<file path="src/rtl/control_sequencer_pkg.sv">
// Shared types and constants for the hardwired control sequencer:
// state encoding, IR field positions, opcodes and the ALU opcode table.
package cpu_ctrl_pkg;

    // 4-bit state encoding, exported unchanged on state_out
    typedef enum logic [3:0] {
        ST_IDLE = 4'd0,
        ST_T0   = 4'd1,
        ST_T1   = 4'd2,
        ST_T2   = 4'd3,
        ST_T3   = 4'd4,
        ST_T4   = 4'd5,
        ST_T5   = 4'd6,
        ST_HALT = 4'd7,
        ST_ILL  = 4'd8,
        ST_ERR  = 4'd9
    } state_t;

    // IR field bit positions
    localparam int OP_HI = 31;
    localparam int OP_LO = 27;
    localparam int RA_HI = 26;
    localparam int RA_LO = 23;
    localparam int RB_HI = 22;
    localparam int RB_LO = 19;
    localparam int RC_HI = 18;
    localparam int RC_LO = 15;

    // Opcodes of the ISA that matter to this unit
    localparam logic [4:0] OP_ADD  = 5'b00011;
    localparam logic [4:0] OP_SUB  = 5'b00100;
    localparam logic [4:0] OP_AND  = 5'b00101;
    localparam logic [4:0] OP_OR   = 5'b00110;
    localparam logic [4:0] OP_ROR  = 5'b00111;
    localparam logic [4:0] OP_ROL  = 5'b01000;
    localparam logic [4:0] OP_SHR  = 5'b01001;
    localparam logic [4:0] OP_SHRA = 5'b01010;
    localparam logic [4:0] OP_SHL  = 5'b01011;
    localparam logic [4:0] OP_DIV  = 5'b01111;
    localparam logic [4:0] OP_MUL  = 5'b10000;

    // One bit per DataPath control strobe
    typedef struct packed {
        logic pc_out;
        logic mar_in;
        logic inc_pc;
        logic zlo_out;
        logic pc_in;
        logic read;
        logic mdr_in;
        logic mdr_out;
        logic ir_in;
        logic gra;
        logic grb;
        logic grc;
        logic r_in;
        logic r_out;
        logic y_in;
        logic alu_in;
    } strobes_t;

    // Opcode -> {valid, alu code}. Only single-cycle 3-register ALU ops are
    // valid; mul/div need the HI/LO path and are treated as unsupported.
    function automatic logic [5:0] op_to_alu(input logic [4:0] op);
        logic [5:0] res;
        case (op)
            OP_ADD:  res = {1'b1, 5'b00001};
            OP_SUB:  res = {1'b1, 5'b00010};
            OP_AND:  res = {1'b1, 5'b01111};
            OP_OR:   res = {1'b1, 5'b01110};
            OP_ROR:  res = {1'b1, 5'b00111};
            OP_ROL:  res = {1'b1, 5'b01000};
            OP_SHR:  res = {1'b1, 5'b01001};
            OP_SHRA: res = {1'b1, 5'b01010};
            OP_SHL:  res = {1'b1, 5'b01011};
            default: res = 6'b000000;
        endcase
        return res;
    endfunction

endpackage

</file>
<file path="src/rtl/control_sequencer_decode.sv">
// Combinational strobe decoder: maps the registered state (plus the latched
// IR opcode and first-T1-cycle flag) onto the DataPath control strobes.
module ctrl_decode
    import cpu_ctrl_pkg::*;
#(
    parameter logic [4:0] HALT_OP = 5'b11011
) (
    input  state_t     state,
    input  logic       first_t1,
    input  logic [4:0] op,
    output strobes_t   strobes,
    output logic [4:0] alucontrol,
    output logic       alu_valid
);

    logic [5:0] entry;

    assign entry     = op_to_alu(op);
    assign alu_valid = entry[5];

    // Moore strobe decode; only one bus driver is ever asserted per state
    always_comb begin
        strobes    = '0;
        alucontrol = '0;
        case (state)
            ST_T0: begin
                strobes.pc_out = 1'b1;
                strobes.mar_in = 1'b1;
                strobes.inc_pc = 1'b1;
                strobes.alu_in = 1'b1;
            end
            ST_T1: begin
                strobes.zlo_out = 1'b1;
                strobes.pc_in   = first_t1;
                strobes.read    = 1'b1;
                strobes.mdr_in  = 1'b1;
            end
            ST_T2: begin
                strobes.mdr_out = 1'b1;
                strobes.ir_in   = 1'b1;
            end
            ST_T3: begin
                // HALT and unsupported opcodes leave T3 without touching Y
                if (entry[5] && (op != HALT_OP)) begin
                    strobes.grb   = 1'b1;
                    strobes.r_out = 1'b1;
                    strobes.y_in  = 1'b1;
                end
            end
            ST_T4: begin
                strobes.grc    = 1'b1;
                strobes.r_out  = 1'b1;
                strobes.alu_in = 1'b1;
                alucontrol     = entry[4:0];
            end
            ST_T5: begin
                strobes.zlo_out = 1'b1;
                strobes.gra     = 1'b1;
                strobes.r_in    = 1'b1;
            end
            default: ;
        endcase
    end

endmodule

</file>
<file path="src/rtl/control_sequencer.sv">
// Hardwired control sequencer for the DataPath: steps fetch T0..T2 and a
// 3-register ALU execute T3..T5, waits for memory in T1 with a timeout and
// traps HALT and unsupported opcodes in sticky terminal states.
module control_sequencer
    import cpu_ctrl_pkg::*;
#(
    parameter int         WAIT_LIMIT = 16,
    parameter logic [4:0] HALT_OP    = 5'b11011
) (
    input  logic        clock,
    input  logic        reset,
    input  logic        run,
    input  logic [31:0] ir,
    input  logic        mem_rdy,
    output logic        PCout,
    output logic        MARin,
    output logic        IncPC,
    output logic        ZLOout,
    output logic        PCin,
    output logic        Read,
    output logic        MDRin,
    output logic        MDRout,
    output logic        IRin,
    output logic        Gra,
    output logic        Grb,
    output logic        Grc,
    output logic        Rin,
    output logic        Rout,
    output logic        Yin,
    output logic        ALUIn,
    output logic [4:0]  alucontrol,
    output logic [3:0]  state_out,
    output logic        busy,
    output logic        illegal,
    output logic        err_timeout
);

    localparam int             CW        = $clog2(WAIT_LIMIT + 1);
    localparam logic [CW-1:0]  CNT_LIMIT = CW'(WAIT_LIMIT);
    localparam logic [CW-1:0]  LAST_WAIT = CW'(WAIT_LIMIT - 1);
    localparam logic [CW-1:0]  CNT_ONE   = CW'(1);

    state_t        state;
    logic [CW-1:0] wait_cnt;
    logic [4:0]    op;
    logic          alu_valid;
    strobes_t      strobes;
    logic          unused_ir;

    assign op        = ir[OP_HI:OP_LO];
    // Register fields are consumed by the DataPath decoder, not here
    assign unused_ir = ^ir[RA_HI:0];

    ctrl_decode #(
        .HALT_OP (HALT_OP)
    ) u_decode (
        .state      (state),
        .first_t1   (wait_cnt == '0),
        .op         (op),
        .strobes    (strobes),
        .alucontrol (alucontrol),
        .alu_valid  (alu_valid)
    );

    // Sequencer FSM with memory-wait counter and sticky error flags
    always_ff @(posedge clock) begin
        if (reset) begin
            state       <= ST_IDLE;
            wait_cnt    <= '0;
            illegal     <= 1'b0;
            err_timeout <= 1'b0;
        end else begin
            case (state)
                ST_IDLE: if (run) state <= ST_T0;
                ST_T0: begin
                    wait_cnt <= '0;
                    state    <= ST_T1;
                end
                ST_T1: begin
                    // A ready memory wins even on the cycle the limit is reached
                    if (mem_rdy) begin
                        state <= ST_T2;
                    end else begin
                        if (wait_cnt != CNT_LIMIT) wait_cnt <= wait_cnt + CNT_ONE;
                        if (wait_cnt >= LAST_WAIT) begin
                            state       <= ST_ERR;
                            err_timeout <= 1'b1;
                        end
                    end
                end
                ST_T2: state <= ST_T3;
                ST_T3: begin
                    if (op == HALT_OP) begin
                        state <= ST_HALT;
                    end else if (!alu_valid) begin
                        state   <= ST_ILL;
                        illegal <= 1'b1;
                    end else begin
                        state <= ST_T4;
                    end
                end
                ST_T4: state <= ST_T5;
                ST_T5: state <= run ? ST_T0 : ST_IDLE;
                ST_HALT, ST_ILL, ST_ERR: state <= state;
                default: state <= ST_IDLE;
            endcase
        end
    end

    assign PCout     = strobes.pc_out;
    assign MARin     = strobes.mar_in;
    assign IncPC     = strobes.inc_pc;
    assign ZLOout    = strobes.zlo_out;
    assign PCin      = strobes.pc_in;
    assign Read      = strobes.read;
    assign MDRin     = strobes.mdr_in;
    assign MDRout    = strobes.mdr_out;
    assign IRin      = strobes.ir_in;
    assign Gra       = strobes.gra;
    assign Grb       = strobes.grb;
    assign Grc       = strobes.grc;
    assign Rin       = strobes.r_in;
    assign Rout      = strobes.r_out;
    assign Yin       = strobes.y_in;
    assign ALUIn     = strobes.alu_in;
    assign state_out = state;
    assign busy      = !((state == ST_IDLE) || (state == ST_HALT) || (state == ST_ERR));

endmodule
</file>
<file path="config.mk">
export PLATFORM = sky130hd
export DESIGN_NAME = control_sequencer
export DESIGN_NICKNAME = d
export VERILOG_FILES = /design/src/rtl/control_sequencer_pkg.sv /design/src/rtl/control_sequencer_decode.sv /design/src/rtl/control_sequencer.sv
export SDC_FILE = /design/constraint.sdc
export NUM_CORES = 1
export LEC_CHECK = 0
export ABC_AREA = 1
export CORE_MARGIN = 3
export CORE_UTILIZATION = 32
export DETAILED_ROUTE_END_ITERATION = 8
export PLACE_DENSITY = 0.76
export RECOVER_POWER = 100
export SLEW_MARGIN = 20
export SYNTH_ARGS = -nofsm -noshare
export SYNTH_HDL_FRONTEND = slang
export SYNTH_SLANG_ARGS = --single-unit
export TNS_END_PERCENT = 50
</file>
<file path="constraint.sdc">
create_clock -name clock -period 1.4 [get_ports clock]
set_input_delay 0.14 -clock clock [delete_from_list [all_inputs] [get_ports clock]]
set_output_delay 0.14 -clock clock [all_outputs]
set_load 0.02 [all_outputs]
</file>
; Word-level counts from Yosys, hierarchy flattened
; Memories as Yosys holds them, arrays and structs flattened.
; Cells that the tools add are included.
[classes]
add_sub_neg = 1
magnitude_cmp = 1
n_eq_ne = 16
mux = 24
bitwise = 4
reduce_logical = 14
[op_table]
columns = cell, count
row1 = 4-bit one-hot mux with 8 select lines, 1
row2 = 4-bit two-way mux, 5
row3 = "4-bit by 3-bit equality test with 1-bit output, second input constant", 4
row4 = 5-bit two-way mux, 3
row5 = 3-bit AND reduction, 4
row6 = "5-bit inequality test, second input constant", 2
row7 = 5-bit one-hot mux with 2 select lines, 1
row8 = "4-bit by 2-bit equality test with 1-bit output, second input constant", 2
row9 = "4-bit equality test, second input constant", 2
row10 = 1-bit two-way mux, 8
row11 = 3-bit two-way mux, 2
row12 = 6-bit two-way mux, 1
row13 = "2-bit inequality test, second input constant", 3
row14 = "5-bit by 1-bit adder with 5-bit output, second input constant", 1
row15 = "5-bit equality test, second input constant", 1
row16 = "5-bit by 4-bit >= comparator with 1-bit output, second input constant", 1
row17 = 5-bit logical NOT, 1
row18 = "4-bit by 1-bit equality test with 1-bit output, second input constant", 1
row19 = 4-bit logical NOT, 1
row20 = 2-bit two-way mux, 2
row21 = 1-bit NOT, 4
row22 = 2-bit OR reduction, 2
row23 = "3-bit inequality test, second input constant", 1
row24 = 3-bit OR reduction, 1
row25 = 5 further kinds, 6
[word_totals]
ff_bits = 11
romBits = 80
output_inout_bits = 28
wordCells = 65
mem_count = 1
[memory_table]
columns = name, depth, word_bits, rd, rd_ports_with_merged_regs, write_ports, line
row1 = (no name shown), 16, 5, 1, 0, 0, control_sequencer_pkg.sv:66  ; case (op)

; Logic depth before layout (Yosys ltp)
; An unclocked memory read counts as a cell.
[logic_depth]
ltp_word = 5
ltp_mapped = 11

; Hierarchy
; Synthesis repeated with hierarchy kept, for this count alone.
[unflattened]
hier_cells = 188
hier_area_um2 = 1072.3
[by_module_without_submodules]
columns = mod, n_inst, cells_per_inst, area_per_inst_um2, seq_area_each_um2
row1 = control_sequencer, 1, 135, 780.7, 220.2
row2 = ctrl_decode, 1, 53, 291.5, 0.0

; Least setup slack after synthesis
; OpenSTA, ideal clock, no wires.
[synth_path]
kind = register -> output
startpoint = reg state[2], in the netlist state_out[2]
endpoint = out alucontrol[2]
arrival_time_ns = 1.641
required_time_ns = 1.260
slack_ns = -0.381
path_stages_with_launch = 7
path_buffers = 0
path_cell_list = dfxtp_1 -> inv_1 -> nor2_1 -> nand2_1 -> nor2_1 -> inv_1 -> nor4_1
[synth_via]
elab_chain_cells = 2
[synth_rtl]
columns = element, line
row1 = start: declaration, control_sequencer.sv:43  ; state_t state;
row2 = start signal: assignment, control_sequencer.sv:103  ; ST_T5: state <= run ? ST_T0 : ST_IDLE;
row3 = start signal: assignment, control_sequencer.sv:104  ; ST_HALT, ST_ILL, ST_ERR: state <= state;
row4 = 4-bit by 3-bit equality test with 1-bit output, control_sequencer_decode.sv:25  ; case (state)
row5 = 5-bit two-way mux, control_sequencer_decode.sv:25
row6 = end: declaration, control_sequencer.sv:31  ; output logic [4:0] alucontrol,
; Every way passes these cells.

; Final worst setup path
[layout_path]
startpoint = reg wait_cnt[0]
endpoint = reg state[3], in the netlist state_out[3]
[layout_via]
elab_chain_cells = 3
[layout_rtl]
columns = element, line
row1 = start: declaration, control_sequencer.sv:44  ; logic [CW-1:0] wait_cnt;
row2 = start signal: assignment, control_sequencer.sv:84  ; if (wait_cnt != CNT_LIMIT) wait_cnt <= wait_cnt + CNT_ONE;
row3 = 5-bit by 4-bit >= comparator with 1-bit output, control_sequencer.sv:85  ; if (wait_cnt >= LAST_WAIT) begin
row4 = 3-bit inequality test (no line), --
row5 = 3-bit AND reduction (no line), --
; Every way passes these cells.
; A chain may end at the register's enable or synchronous reset.

==> results by stage <==
STA:
- The final hold slack is 0.455 ns.
- The final clock skew is 0.0191 ns.
- The post-route fraction of the period consumed by the critical path is 1.12.
- The maximum operating frequency is 636 MHz.
- The count of final hold-check violations was 0.
- The smallest clock period supported by the final layout is computed as 1.57 ns.
- Setup repair after global routing could not meet its margin everywhere.
- The worst path setup slack after routing is -0.172 ns.
- The final count of pins violating max slew is 0.
- Setup violations remaining at the end of the flow were counted as 15.

Clock tree:
- CTS built an H-tree with a depth of 1.
- The tree is rooted in a clkbuf_4.
- Counting the buffers created by CTS gives 3.
- The number of clock sinks seen by CTS is 11.
- The clock slew seen by the registers of the worst setup and hold paths is 0.09 ns.
- TritonCTS built the clock tree.
- At the later pin of the worst-skew pair, clock insertion delay measures 0.28 ns.
- The maximum buffer depth of the clock tree is 2.

Floorplan:
- The number of placement rows is 19.
- The die is 61.0 um tall.
- The die covers 3730 um2.
- The initial utilization of the core area, before any placement, comes to 0.343.
- In this run the count of I/O pins placed on the die edge is 64.
- The total area inside the core boundary comes to 2830 um2.
- The x dimension of the die is 61.0 um.

Flow run:
- Max-cap violations in this run came to 0.

Route:
- Across all layers, the routed design uses 1322 vias.
- The violation count after the first detailed-route iteration is 72.
- The sum of routed wire length over all layers is 3.47 mm.
- After detailed routing, the average wire length per cell comes to 12.9 um.
- The detail route stage leaves a number of antenna-violating nets equal to 0.
- For this run, design rule violations remaining after detail routing come to 0.
- After detailed routing, the number of vias per cell comes to 4.91.
- The number of iterations in the first detailed-routing pass is 4.

Cells and area:
- The final layout contains 280 nets.
- The area added between synthesis and finish is 91.2%.
- The sequential standard cell area is 233 um2.
- The area of the multi-input gates is 767 um2.
- For this run, the number of standard cells in the final layout without fillers is 269.
- The area of all placed cells without fillers is 1850 um2.
- In the final layout, the share of cells above drive strength 1 is 0.529.
- Counting the fill cells in the layout gives 223.
- The repair_antennas step left the layout with diodes totalling 0.

Yosys:
- The cell area after synthesis is 970 um2.
- The adder-cell share of the synthesized area is 0.0645.
- Of the total synthesized cell area, the portion taken by XOR and XNOR cells is 0.
- The synthesized design contains 11 register bits.
- The number of nets handed over by synthesis was 201.
- The share of the Yosys chip area taken by registers is 0.227.
- The cell count after synthesis came out at 160.
- Of the total synthesized cell area, the portion taken by AND, OR, NAND and NOR gates is 0.437.
- The largest family of logic cells by synthesized area is simple AND/OR/NAND/NOR gates.
- The count of different cell masters after synthesis is 25.
- Dividing the synthesized area by the synthesized cell count gives 6.06 um2.
- The Yosys warning count is 0.
- The synthesized-area fraction occupied by ao, oa, aoi and oai cells came to 0.0813.
- The portion of synthesized area spent on multiplexers is 0.

Pwr:
- The overall power consumption is 0.00264 W.
- Internal power comes to 0.00136 W.
- Of the total power, the share spent switching nets is 0.483.
- The net load switching power is 0.00127 W.
- The share of total power dissipated in combinational logic is 0.742.
- Dividing total power by cell area gives a power density of 1420 nW/um2.
- The share of total power dissipated in sequential elements is 0.169.
- In this run the static leakage power is 0.961 nW.
- The share of power burned in the clock network is 0.088.
- The worst-case IR drop observed on VDD is 0.792 mV.

Placement:
- The total of buffers placed on input and output ports is 35.
- The placed wire-length estimate after detailed placement is 2.25 mm.
- The cell area after placement is 1620 um2.
- Prior to clock tree synthesis, the placed netlist has a worst setup slack of -0.674 ns.
- The routability congestion estimate is 0.823.
- The instance count after placement with tap cells included is 255.

Worst setup path:
- Tracing the worst setup path back leads to its startpoint at wait_cnt[0]$_SDFFE_PP0P_.
- The source of the worst register-to-register timing path is wait_cnt[0]$_SDFFE_PP0P_.
- In this run the critical register-to-register path is captured at state_out[3]$_SDFFE_PP0P_.
- The destination of the critical timing path is state_out[3]$_SDFFE_PP0P_.
- The required time reported for the critical path endpoint is 1.58 ns.
- The kind of critical path is reg2reg.
- STA puts the critical path data arrival time at 1.76 ns.
- For flop-to-flop paths, the worst setup slack is -0.17 ns.
- STA classifies the critical path startpoint as a register.
- The largest fanout of any net on the critical path is 3.
- The worst register-to-register path has a depth of 11.
- The critical path endpoint category is a register.

Worst hold path:
- Along the worst hold path, the cell count comes to 2.
- In this run the most critical hold path is launched from illegal$_SDFFE_PP0P_.
- The class of the tightest hold or removal check is reg2reg.

Global route:
- The number of global-route vias before repair was 1191.
- The met2 layer usage reported by global route is 0.302.
- The initial antenna violation count came to 0.
- The met1 routing resource usage after global routing is 0.225.
- Summed over all layers, the global routing overflow is 0.
- For met3 alone, demand over resource in global routing was 0.0231.
- Across every metal layer, demand over resource in global routing totals 0.172.
- met2 is the most crowded layer.
- Entering global routing, the biggest net connects 9 pins.
- The wire length of the first global-routing pass is 4.91 mm.

Outcome:
- The final reports fail on setup timing.
- The flow ran to the end, but the final reports show violations.
power groups by stage:
stage,combinational [W],sequential (W),clock (W)
3_5_place_dp,0.00171,0.000413,0
5_1_grt,0.00209,0.000451,0.000249
4_1_cts,0.00168,0.000424,0.000224
3_3_place_gp,0.00168,0.000414,0
6_report,0.00196,0.000447,0.000233
2_1_floorplan,0.000908,0.000456,0
placed cells by master, fill, tap and decap left out, types with 5 or more instances in the layout:
| cell | count |
|---|---|
| inv_2 | 6 |
| dlygate4sd2_1 | 7 |
| nand2_1 | 25 |
| nand3_1 | 12 |
| nor2_1 | 15 |
| nand2_2 | 5 |
| a21oi_1 | 8 |
| dfxtp_1 | 5 |
| inv_1 | 21 |
| buf_6 | 11 |
| nor2_2 | 7 |
| buf_4 | 54 |
| buf_2 | 5 |
| nor2_4 | 5 |
| clkdlybuf4s50_1 | 5 |
sequential cells by signal, summed over array words and instances, names as in the netlist:
name / cells
illegal: 1
wait_cnt: 5
state_out: 4
err_timeout: 1
cells by family after synthesis:
| family | count (synthesis) |
|---|---|
| AOI/OAI and AO/OA | 15 |
| adders and majority gates | 5 |
| buffers and inverters | 39 |
| DFF | 11 |
| other | 1 |
| and+or+nand+nor | 89 |
Yosys cell counts (all sizes together):
| cell type | instances | area (um2) |
|---|---|---|
| nor3 | 6 | 30.0 |
| or2 | 1 | 6.26 |
| a31oi | 1 | 6.26 |
| inv | 30 | 113 |
| nor4 | 1 | 6.26 |
| o21a | 1 | 7.51 |
| buf | 9 | 67.6 |
| a21oi | 12 | 60.1 |
| nor2 | 28 | 131 |
| nand3b | 3 | 22.5 |
| ha | 5 | 62.6 |
| conb | 1 | 3.75 |
| nand4 | 3 | 18.8 |
| nand2 | 35 | 149 |
| o21ai | 1 | 5.00 |
| nand3 | 12 | 60.1 |
| dfxtp | 11 | 220 |
cell type report:
| class | instances | share of cell area |
|---|---|---|
| clock buffer | 4 | 0.0142 |
| sequential | 11 | 0.126 |
| tap | 31 | 0.0209 |
| inverter | 30 | 0.0648 |
| timing repair buffer | 83 | 0.361 |
| multi-input combinational | 110 | 0.414 |
through the flow:
step	setup TNS [ns]	utilization
finish	-0.986	0.655
global route	-2.43	0.655
CTS	-0.707	0.604
detailed placement	-7.69	0.571
global placement	-6.71	0.571
floorplan	-0.183	-
worst min-delay path by stage:
stage	end
after floorplan	alucontrol[2]
after global placement	illegal$_SDFFE_PP0P_
after detailed placement	illegal$_SDFFE_PP0P_
after CTS	illegal$_SDFFE_PP0P_
after global routing	illegal$_SDFFE_PP0P_
final	illegal$_SDFFE_PP0P_
layer usage:
| metal | up-vias | routed length (um) | share of wire |
|---|---|---|---|
| met5 | - | 0 | 0 |
| met4 | 0 | 59 | 0.017 |
| met3 | 10 | 192 | 0.055 |
| met2 | 57 | 1810 | 0.52 |
| met1 | 607 | 1410 | 0.41 |
| li1 | 648 | - | - |
worst max-delay path: stages, from the launching register on:
cell and delay [ns]:
dfxtp_2 0.35, buf_6 0.11, ha_4 0.14, nand2_4 0.05, nor2_4 0.10, ha_4 0.15
nor2_4 0.03, nand2_2 0.09, nor2_1 0.06, nor2_1 0.14, nand2_1 0.08, a21oi_1 0.17
timing repair:
action | CTS | global route
resized for setup | 139 | 36
setup endpoints to repair | 31 | 32
hold buffers | 0 | 0
buffers inserted | 6 | 5
gates cloned | 0 | 0
pin swaps | 10 | 23
hold endpoints to repair | 0 | 0
Note: power is estimated with default switching activity, not from simulation.
